File: config.mk
export PLATFORM = sky130hd
export DESIGN_NAME = gate_truth_sweeper
export DESIGN_NICKNAME = d
export VERILOG_FILES = /design/src/rtl/gate_truth_sweeper.sv
export SDC_FILE = /design/constraint.sdc
export NUM_CORES = 1
export LEC_CHECK = 0
export ABC_AREA = 1
export BUFFER_PORTS_ARGS = -buffer_cell sky130_fd_sc_hd__buf_2
export CORE_UTILIZATION = 53
export CTS_CLUSTER_DIAMETER = 200
export CTS_CLUSTER_SIZE = 40
export DETAILED_ROUTE_END_ITERATION = 8
export MAX_ROUTING_LAYER = met4
export PLACE_DENSITY = 0.76
export SYNTH_ARGS = -nofsm -noshare
export SYNTH_HDL_FRONTEND = slang
export SYNTH_SLANG_ARGS = --single-unit
File: constraint.sdc
create_clock -name clk -period 1.78 [get_ports clk]
set_input_delay 0.445 -clock clk [delete_from_list [all_inputs] [get_ports clk]]
set_output_delay 0.445 -clock clk [all_outputs]
set_load 0.01 [all_outputs]
File: src/rtl/gate_truth_sweeper.sv
// Built-in self-test stage for a 2-input gate: drives all four {a,b} vectors,
// lets each one settle, samples y and records mismatches against a truth table.
module gate_truth_sweeper #(
  parameter int         SETTLE_CYCLES = 2,
  parameter logic [3:0] EXPECTED      = 4'b1110
) (
  input  logic       clk,
  input  logic       rst_n,
  input  logic       start,
  input  logic       y,
  output logic       a,
  output logic       b,
  output logic       busy,
  output logic       done,
  output logic       pass,
  output logic [3:0] err_mask,
  output logic [1:0] vec_idx
);

  localparam int            CW       = $clog2(SETTLE_CYCLES + 1);
  localparam logic [CW-1:0] CNT_LAST = CW'(SETTLE_CYCLES - 1);

  typedef enum logic [1:0] {
    IDLE   = 2'd0,
    SETTLE = 2'd1,
    SAMPLE = 2'd2,
    DONE   = 2'd3
  } state_t;

  state_t        state_r;
  logic [CW-1:0] cnt_r;
  logic          miss_s;
  logic [3:0]    mask_next_s;

  // Error mask as it will look once the current vector's verdict is merged in
  always_comb begin
    miss_s               = (y != EXPECTED[vec_idx]);
    mask_next_s          = err_mask;
    mask_next_s[vec_idx] = miss_s;
  end

  // Sweep sequencer; every output is a register so a, b never glitch
  always_ff @(posedge clk or negedge rst_n) begin
    if (!rst_n) begin
      state_r  <= IDLE;
      cnt_r    <= '0;
      a        <= 1'b0;
      b        <= 1'b0;
      vec_idx  <= 2'd0;
      busy     <= 1'b0;
      done     <= 1'b0;
      pass     <= 1'b0;
      err_mask <= 4'b0000;
    end else begin
      done <= 1'b0;
      case (state_r)
        IDLE: begin
          a       <= 1'b0;
          b       <= 1'b0;
          vec_idx <= 2'd0;
          busy    <= 1'b0;
          if (start) begin
            cnt_r    <= '0;
            err_mask <= 4'b0000;
            pass     <= 1'b0;
            busy     <= 1'b1;
            state_r  <= SETTLE;
          end
        end
        SETTLE: begin
          cnt_r <= cnt_r + CW'(1);
          if (cnt_r == CNT_LAST) begin
            state_r <= SAMPLE;
          end
        end
        SAMPLE: begin
          err_mask <= mask_next_s;
          if (vec_idx == 2'd3) begin
            // pass must already include the vector-3 verdict during DONE
            pass    <= ~|mask_next_s;
            done    <= 1'b1;
            state_r <= DONE;
          end else begin
            vec_idx <= vec_idx + 2'd1;
            {a, b}  <= vec_idx + 2'd1;
            cnt_r   <= '0;
            state_r <= SETTLE;
          end
        end
        DONE: begin
          busy    <= 1'b0;
          a       <= 1'b0;
          b       <= 1'b0;
          vec_idx <= 2'd0;
          state_r <= IDLE;
        end
        default: begin
          busy    <= 1'b0;
          a       <= 1'b0;
          b       <= 1'b0;
          vec_idx <= 2'd0;
          state_r <= IDLE;
        end
      endcase
    end
  end

endmodule

==> impl_results.md, run 1 <==
- CTS max path bufs: 2
- CTS root buffer: clkbuf_4
- Leakage: between 0.5 and 0.6 nW
- Total die area: between 1500 and 2000 µm²
- R2R Setup Slk: about 0.21 ns
- Antenna diodes: 0
- GRT Total Usage: between 10% and 20%
- Worst vdd rail ir drop: 1.03 mV
- FF+latch count, synth: 13
- Fin crit period: roughly 1.6 ns
- Die height: 41.6 µm
- Syn nets: 116
- Sw frac: between 40 and 50%
- Max-slew headroom: between 70% and 80%
- H-tree Lvls: 1
- Required time of the worst setup path: roughly 2 ns
- Clk pin slew, worst setup/hold paths: ~0.08 ns
- Final wirelength: around 1.4 mm
- Max Cap Violations: 0
- I/O Buffers: 14
- Yosys top cell by area: dfrtp_1
- Cts hold-fix bufs: 0
- Clock power frac: 11.8%
- Area share of the largest cell type after synthesis: between 30% and 40%
- CTS buffer count: 3
- Reg2Reg Depth: 5
- Routed len/inst: between 10 and 15 µm
- Logic pwr share: 56.5%
- Post-layout net count: approximately 130
- Setup crit end kind: flop
- Fin util: 67.2%
- Syn Inst Count: ~100
- Fin Hold WS: 0.0335 ns
- Setup Skew: around 0.0038 ns
- RSZ-0062 raised after global routing: false
- YS warnings: 0
- Syn Area/Cell: around 8.2 µm²
- Mapped Area: between 800 and 900 µm²
- Crit path DAT: between 1.5 and 2 ns
- DR pass1 iterations: 4
- Die X-Extent: a little over 40 µm
- Routed Antenna Nets: 0
- Post-CTS Resized: 0
- CP max FO: 6
- Largest net degree at the start of global routing: 14
- Area growth from synthesis to layout: 12.1%
- Via count: ~670
- Max Fclk: 638 MHz
- Number of DRC markers in iteration 0: 13
- Setup TNS: 0 ns
- Clk sinks: 13
- Initial Utilization: between 60% and 70%
- Post-route DRC: 0
- Crit Path Category: reg2reg
- Worst path cell trace: inv_1 -> ha_1 -> o21ai_0 -> nand3_1 -> o21ai_0
- Top cell by count, worst path: o21ai_0
- Final Hold Vio Count: 0
- Via density: slightly above 5
- Global-route wire length before repair: 2.52 mm
- Cell Count, Final, Fillers Out: roughly 130
- Post-synthesis sequential area ratio: between 30% and 40%
- Routability cong.: roughly 0.75
- CP max stage cell: dfrtp_1
- Tightest Pin Transition: 0.401 ns
- Dpl ws: 0.246 ns
- Pins Over Slew Limit: 0
- Core Area: between 1000 and 1500 µm²
- Cell variety after synth: 18
- Power Internal: between 0.8 and 0.9 mW
- Sequential fraction of design power: 31.6%
- Setup crit start kind: flop
- HPWL after detailed placement: 1.10 mm
- Ports: 15
- Final setup viols: 0
- P_sw: approximately 0.74 mW
- CP max stage delay: about 0.45 ns
- Final worst setup slack: 0.213 ns
- Placed Cells: between 100 and 150
- Aggregate global routing overflow: 0
- CTS tree: done
- Setup repair bufs after CTS: 0
- Outcome: completed
- Final worst-path cycle share: slightly below 90%
- Vias in the first global route: roughly 600
- Worst r2r src: state_r[0]
- Cell area power density: 1680 nW/µm²
- Row cnt: 13
- Initial antenna violation count: 0
- Skew-Pair Late Insertion Delay: 0.28 ns
- Worst Hold Class: in2async
- Synth top area cells: dfrtp_1, ha_1, nand2_1, inv_1, o21ai_0
- R2r endpoint: vec_idx[1]
- Share of layout cells above drive strength 1: a little over a fifth
==> logic make-up after synthesis <==
group / count (synthesis) / synth area share, %
muxes: 1 / 1.21
DFF: 13 / 39.2
and+or+nand+nor: 42 / 23.2
adders and majority gates: 11 / 16.6
buffers and inverters: 21 / 10.4
AOI/OAI and AO/OA: 13 / 9.35
==> worst max-delay path by stage <==
stage          startpoint          to  slack (ns)  depth (start not counted)
6_report       state_r[0]  vec_idx[1]        0.21                          5
5_1_grt        state_r[0]  vec_idx[1]        0.08                          5
4_1_cts        state_r[0]  vec_idx[1]        0.24                          5
3_5_place_dp   state_r[0]  vec_idx[1]        0.25                          5
3_3_place_gp   state_r[0]  vec_idx[1]        0.32                          5
2_1_floorplan  state_r[1]  state_r[1]        0.45                          9
==> per-stage QoR <==
| stage | power [mW] | cell area, µm² |
|---|---|---|
| floorplan | 1.17 | 830 |
| global placement | 1.35 | 903 |
| detailed placement | 1.38 | 903 |
| CTS | 1.57 | 930 |
| global route | 1.73 | 930 |
| finish | 1.57 | 930 |
==> routing by layer <==
| layer | vias to the layer above | global-route usage, % | routed length, µm |
|---|---|---|---|
| li1 | 348 | - | - |
| met5 | - | - | 0 |
| met1 | 296 | 27.2 | 704 |
| met3 | 5 | 5.22 | 97 |
| met4 | 0 | 7.74 | 30 |
| met2 | 22 | 27.2 | 600 |
==> cells in the final DEF (no fill, tap or decap) <==
| master | n |
|---|---|
| a21oi_1 | 1 |
| a21oi_2 | 1 |
| buf_2 | 14 |
| clkbuf_1 | 1 |
| clkbuf_4 | 3 |
| dfrtp_1 | 13 |
| ha_1 | 11 |
| inv_1 | 16 |
| inv_2 | 3 |
| mux2i_1 | 1 |
| nand2_1 | 28 |
| nand3_1 | 5 |
| nor2_1 | 5 |
| nor2_4 | 2 |
| nor3_1 | 1 |
| nor3_4 | 1 |
| o21ai_0 | 7 |
| o21ai_2 | 1 |
| o22ai_1 | 2 |
| o31ai_1 | 1 |
==> cell usage after synthesis <==
cell      n
inv_2     3
ha_1     11
a21oi_1   1
nor3_1    1
o21ai_2   1
dfrtp_1  13
mux2i_1   1
nor2_4    2
nor3_4    1
o22ai_1   2
a21oi_2   1
nand3_1   5
nor2_1    5
inv_1    16
buf_4     2
o21ai_0   7
o31ai_1   1
nand2_1  28
==> final cells by class <==
cell class	count	area, µm²
inverter	19	71.3
clock buffer	4	26.3
tap	15	18.8
sequential	13	325
fill	108	453
timing repair buffer	14	70.1
multi-input combinational	67	418
==> sequential cells by signal, indices dropped and copies added (netlist names) <==
name and cells:
pass 1, cnt_r 2, busy 1, done 1, state_r 2, vec_idx 2
err_mask 4
==> power groups by stage <==
stage	registers [mW]	clock network (mW)	logic, mW
after floorplan	0.519	0	0.652
after global placement	0.493	0	0.861
after detailed placement	0.502	0	0.882
after CTS	0.495	0.190	0.888
after global routing	0.512	0.200	1.02
final	0.495	0.185	0.885
==> worst max-delay path, delay by kind of cell (launching register included) <==
kind / cells / cell delay (ns)
and+or+nand+nor: 1 / 0.11
adders and majority gates: 1 / 0.37
AOI/OAI and AO/OA: 2 / 0.47
DFF: 1 / 0.45
buffers and inverters: 1 / 0.10
Note: power is estimated with default switching activity, not from simulation.
==> run 2: changes to the inputs <==
--- a/config.mk
+++ b/config.mk
@@ -7,6 +7,7 @@
 export LEC_CHECK = 0
 export ABC_AREA = 1
 export BUFFER_PORTS_ARGS = -buffer_cell sky130_fd_sc_hd__buf_2
+export CORE_MARGIN = 2
 export CORE_UTILIZATION = 53
 export CTS_CLUSTER_DIAMETER = 200
 export CTS_CLUSTER_SIZE = 40
==> run 2 against run 1 <==
Flip-flop and latch count unchanged. Clock power decreased by 3%. First-iteration DRC count decreased by 38%. Sequential power about the same. Hold slack improved by 0.011 ns. Sequential share of layout area about the same. Largest power group unchanged.
==> impl_results.md, run 2 (same netlist as run 1, synthesis figures left out) <==
- Clk sinks: 13 (unchanged)
- Global-route wire length before repair: 2.59 mm (+2.7%)
- Setup repair bufs after CTS: 0 (unchanged)
- Setup crit start kind: flop
- Bufs and invs on worst path: 1 (unchanged)
- Fin crit period: 1.48 ns (-0.0878 ns)
- R2R Setup Slk: 0.30 ns (+0.09 ns)
- Setup crit end kind: flop
- Post-CTS Resized: 0 (unchanged)
- Final worst-path cycle share: 83.1% (-4.9 points)
- Cts hold-fix bufs: 0 (unchanged)
- Row cnt: 14 (+1)
- CP max FO: 6 (unchanged)
- Die X-Extent: 43.6 µm (+4.8%)
- Max Fclk: 676 MHz (+5.9%)
- Commonest cells after routing, fill and taps aside: nand2_1, inv_1, buf_2
- Cell Count, Final, Fillers Out: 133 (+0.76%)
- CP max stage delay: 0.44 ns (about the same)
- GRT Total Usage: 19.4% (-0.16 points)
- Core Area: 1490 µm² (+7.7%)
- Worst r2r src: state_r[0]
- Worst path cell trace: inv_1 -> ha_1 -> o21ai_0 -> nand3_1 -> o21ai_0
- Antenna diodes: 0 (unchanged)
- Required time of the worst setup path: 1.98 ns (about the same)
- Crit path from: state_r[0]
- Final setup viols: 0 (unchanged)
- Via count: 650 (-3.1%)
- Initial Utilization: 55.7% (-4.3 points)
- Most common cell after layout, fill and taps aside: nand2_1
- Vias in the first global route: 635 (+6.5%)
- CTS root buffer: clkbuf_4
- Post-layout net count: 133 (unchanged)
- Via density: 4.89 (-3.9%)
- Routability cong.: 0.771 (+2.9%)
- Crit path max-delay family: flip-flops
- DR pass1 iterations: 4 (unchanged)
- Leakage: 0.532 nW (unchanged)
- Routed len/inst: 10.6 µm (-2.1%)
- Clk pin slew, worst setup/hold paths: 0.08 ns (about the same)
- R2r endpoint: vec_idx[1]
- Max Cap Violations: 0 (unchanged)
- Area growth from synthesis to layout: 12.2%
- Outcome: completed
- Tightest Pin Transition: 0.334 ns (-0.0671 ns)
- Total die area: 1900 µm² (+9.9%)
- Initial antenna violation count: 0 (unchanged)
- H-tree Lvls: 1 (unchanged)
- Top cell by count, worst path: o21ai_0
- Routed Antenna Nets: 0 (unchanged)
- Post-route DRC: 0 (unchanged)
- HPWL after detailed placement: 1.14 mm (+3.9%)
- Pins Over Slew Limit: 0 (unchanged)
- Worst Hold Class: in2async
- CTS buffer count: 3 (unchanged)
- Die height: 43.6 µm (+4.8%)
- Ports: 15 (unchanged)
- Final Hold Vio Count: 0 (unchanged)
- Largest net degree at the start of global routing: 14 (unchanged)
- CTS tree: done
- Aggregate global routing overflow: 0 (unchanged)
- I/O Buffers: 14 (unchanged)
- Placed Cells: 129 (+0.78%)
- Cell area power density: 1650 nW/µm² (-2.1%)
- CP max stage cell: dfrtp_1
- Final wirelength: 1.41 mm (-1.4%)
- Crit Path Category: reg2reg
- Most flop-heavy register: err_mask
- Largest register FFs: 4 (unchanged)
- Max-slew headroom: 77.5% (+4.5 points)
- Setup TNS: 0 ns (unchanged)
- Share of layout cells above drive strength 1: 21.4% (unchanged)
- RSZ-0062 raised after global routing: false
- Skew-Pair Late Insertion Delay: 0.27 ns (about the same)
- Reg2Reg Depth: 5 (unchanged)
- CTS max path bufs: 2 (unchanged)
- Worst vdd rail ir drop: 0.925 mV (-10%)
- Setup Skew: 0.00368 ns (-0.000154 ns)
- Crit path DAT: 1.67 ns (-0.10 ns)
- Number of DRC markers in iteration 0: 8 (-5)
==> run 2: cell counts in the layout (fill, tap and decap cells not counted) <==
No cell type changed its count.
==> run 2: how the worst max path moves through the flow <==
stage / end / slack (ns) / cells past startpoint
2_1_floorplan: state_r[1] / 0.45 / 9
3_3_place_gp: vec_idx[1] / 0.34 / 5
3_5_place_dp: vec_idx[1] / 0.29 / 5
4_1_cts: vec_idx[1] / 0.28 / 5
5_1_grt: vec_idx[0] / 0.02 / 5
6_report: vec_idx[1] / 0.30 / 5
==> run 2: cell type report <==
type	count	area, µm²
clock buffer	4	26.3
fill	132	558
inverter	19	71.3
multi-input combinational	67	418
sequential	13	325
tap	16	20.0
timing repair buffer	14	70.1
==> run 2: routing by layer <==
layer / global-route usage [%] / share of wire (%) / up-vias
li1: - / - / 343
met4: 12.7 / 3.0 / 0
met1: 21.2 / 43 / 290
met5: - / 0 / -
met2: 32.6 / 51 / 11
met3: 2.50 / 2.8 / 6
==> run 2: per-stage QoR <==
step | cell area (µm²) | power, mW | hold WS, ns | setup WS, ns | utilization (%)
4_1_cts | 931 | 1.56 | 0.0484 | 0.275 | 62.5
5_1_grt | 931 | 1.72 | 0.0589 | 0.0213 | 62.5
2_1_floorplan | 830 | 1.17 | 0.149 | 0.451 | -
3_5_place_dp | 905 | 1.38 | 0.352 | 0.293 | 60.8
3_3_place_gp | 905 | 1.34 | 0.344 | 0.344 | 60.8
6_report | 931 | 1.53 | 0.0446 | 0.301 | 62.5
==> run 2: report_power, final <==
part	internal (mW)	total [mW]	switching, mW
registers	0.407	0.494	0.0870
logic	0.333	0.861	0.528
clock network	0.0869	0.180	0.0931
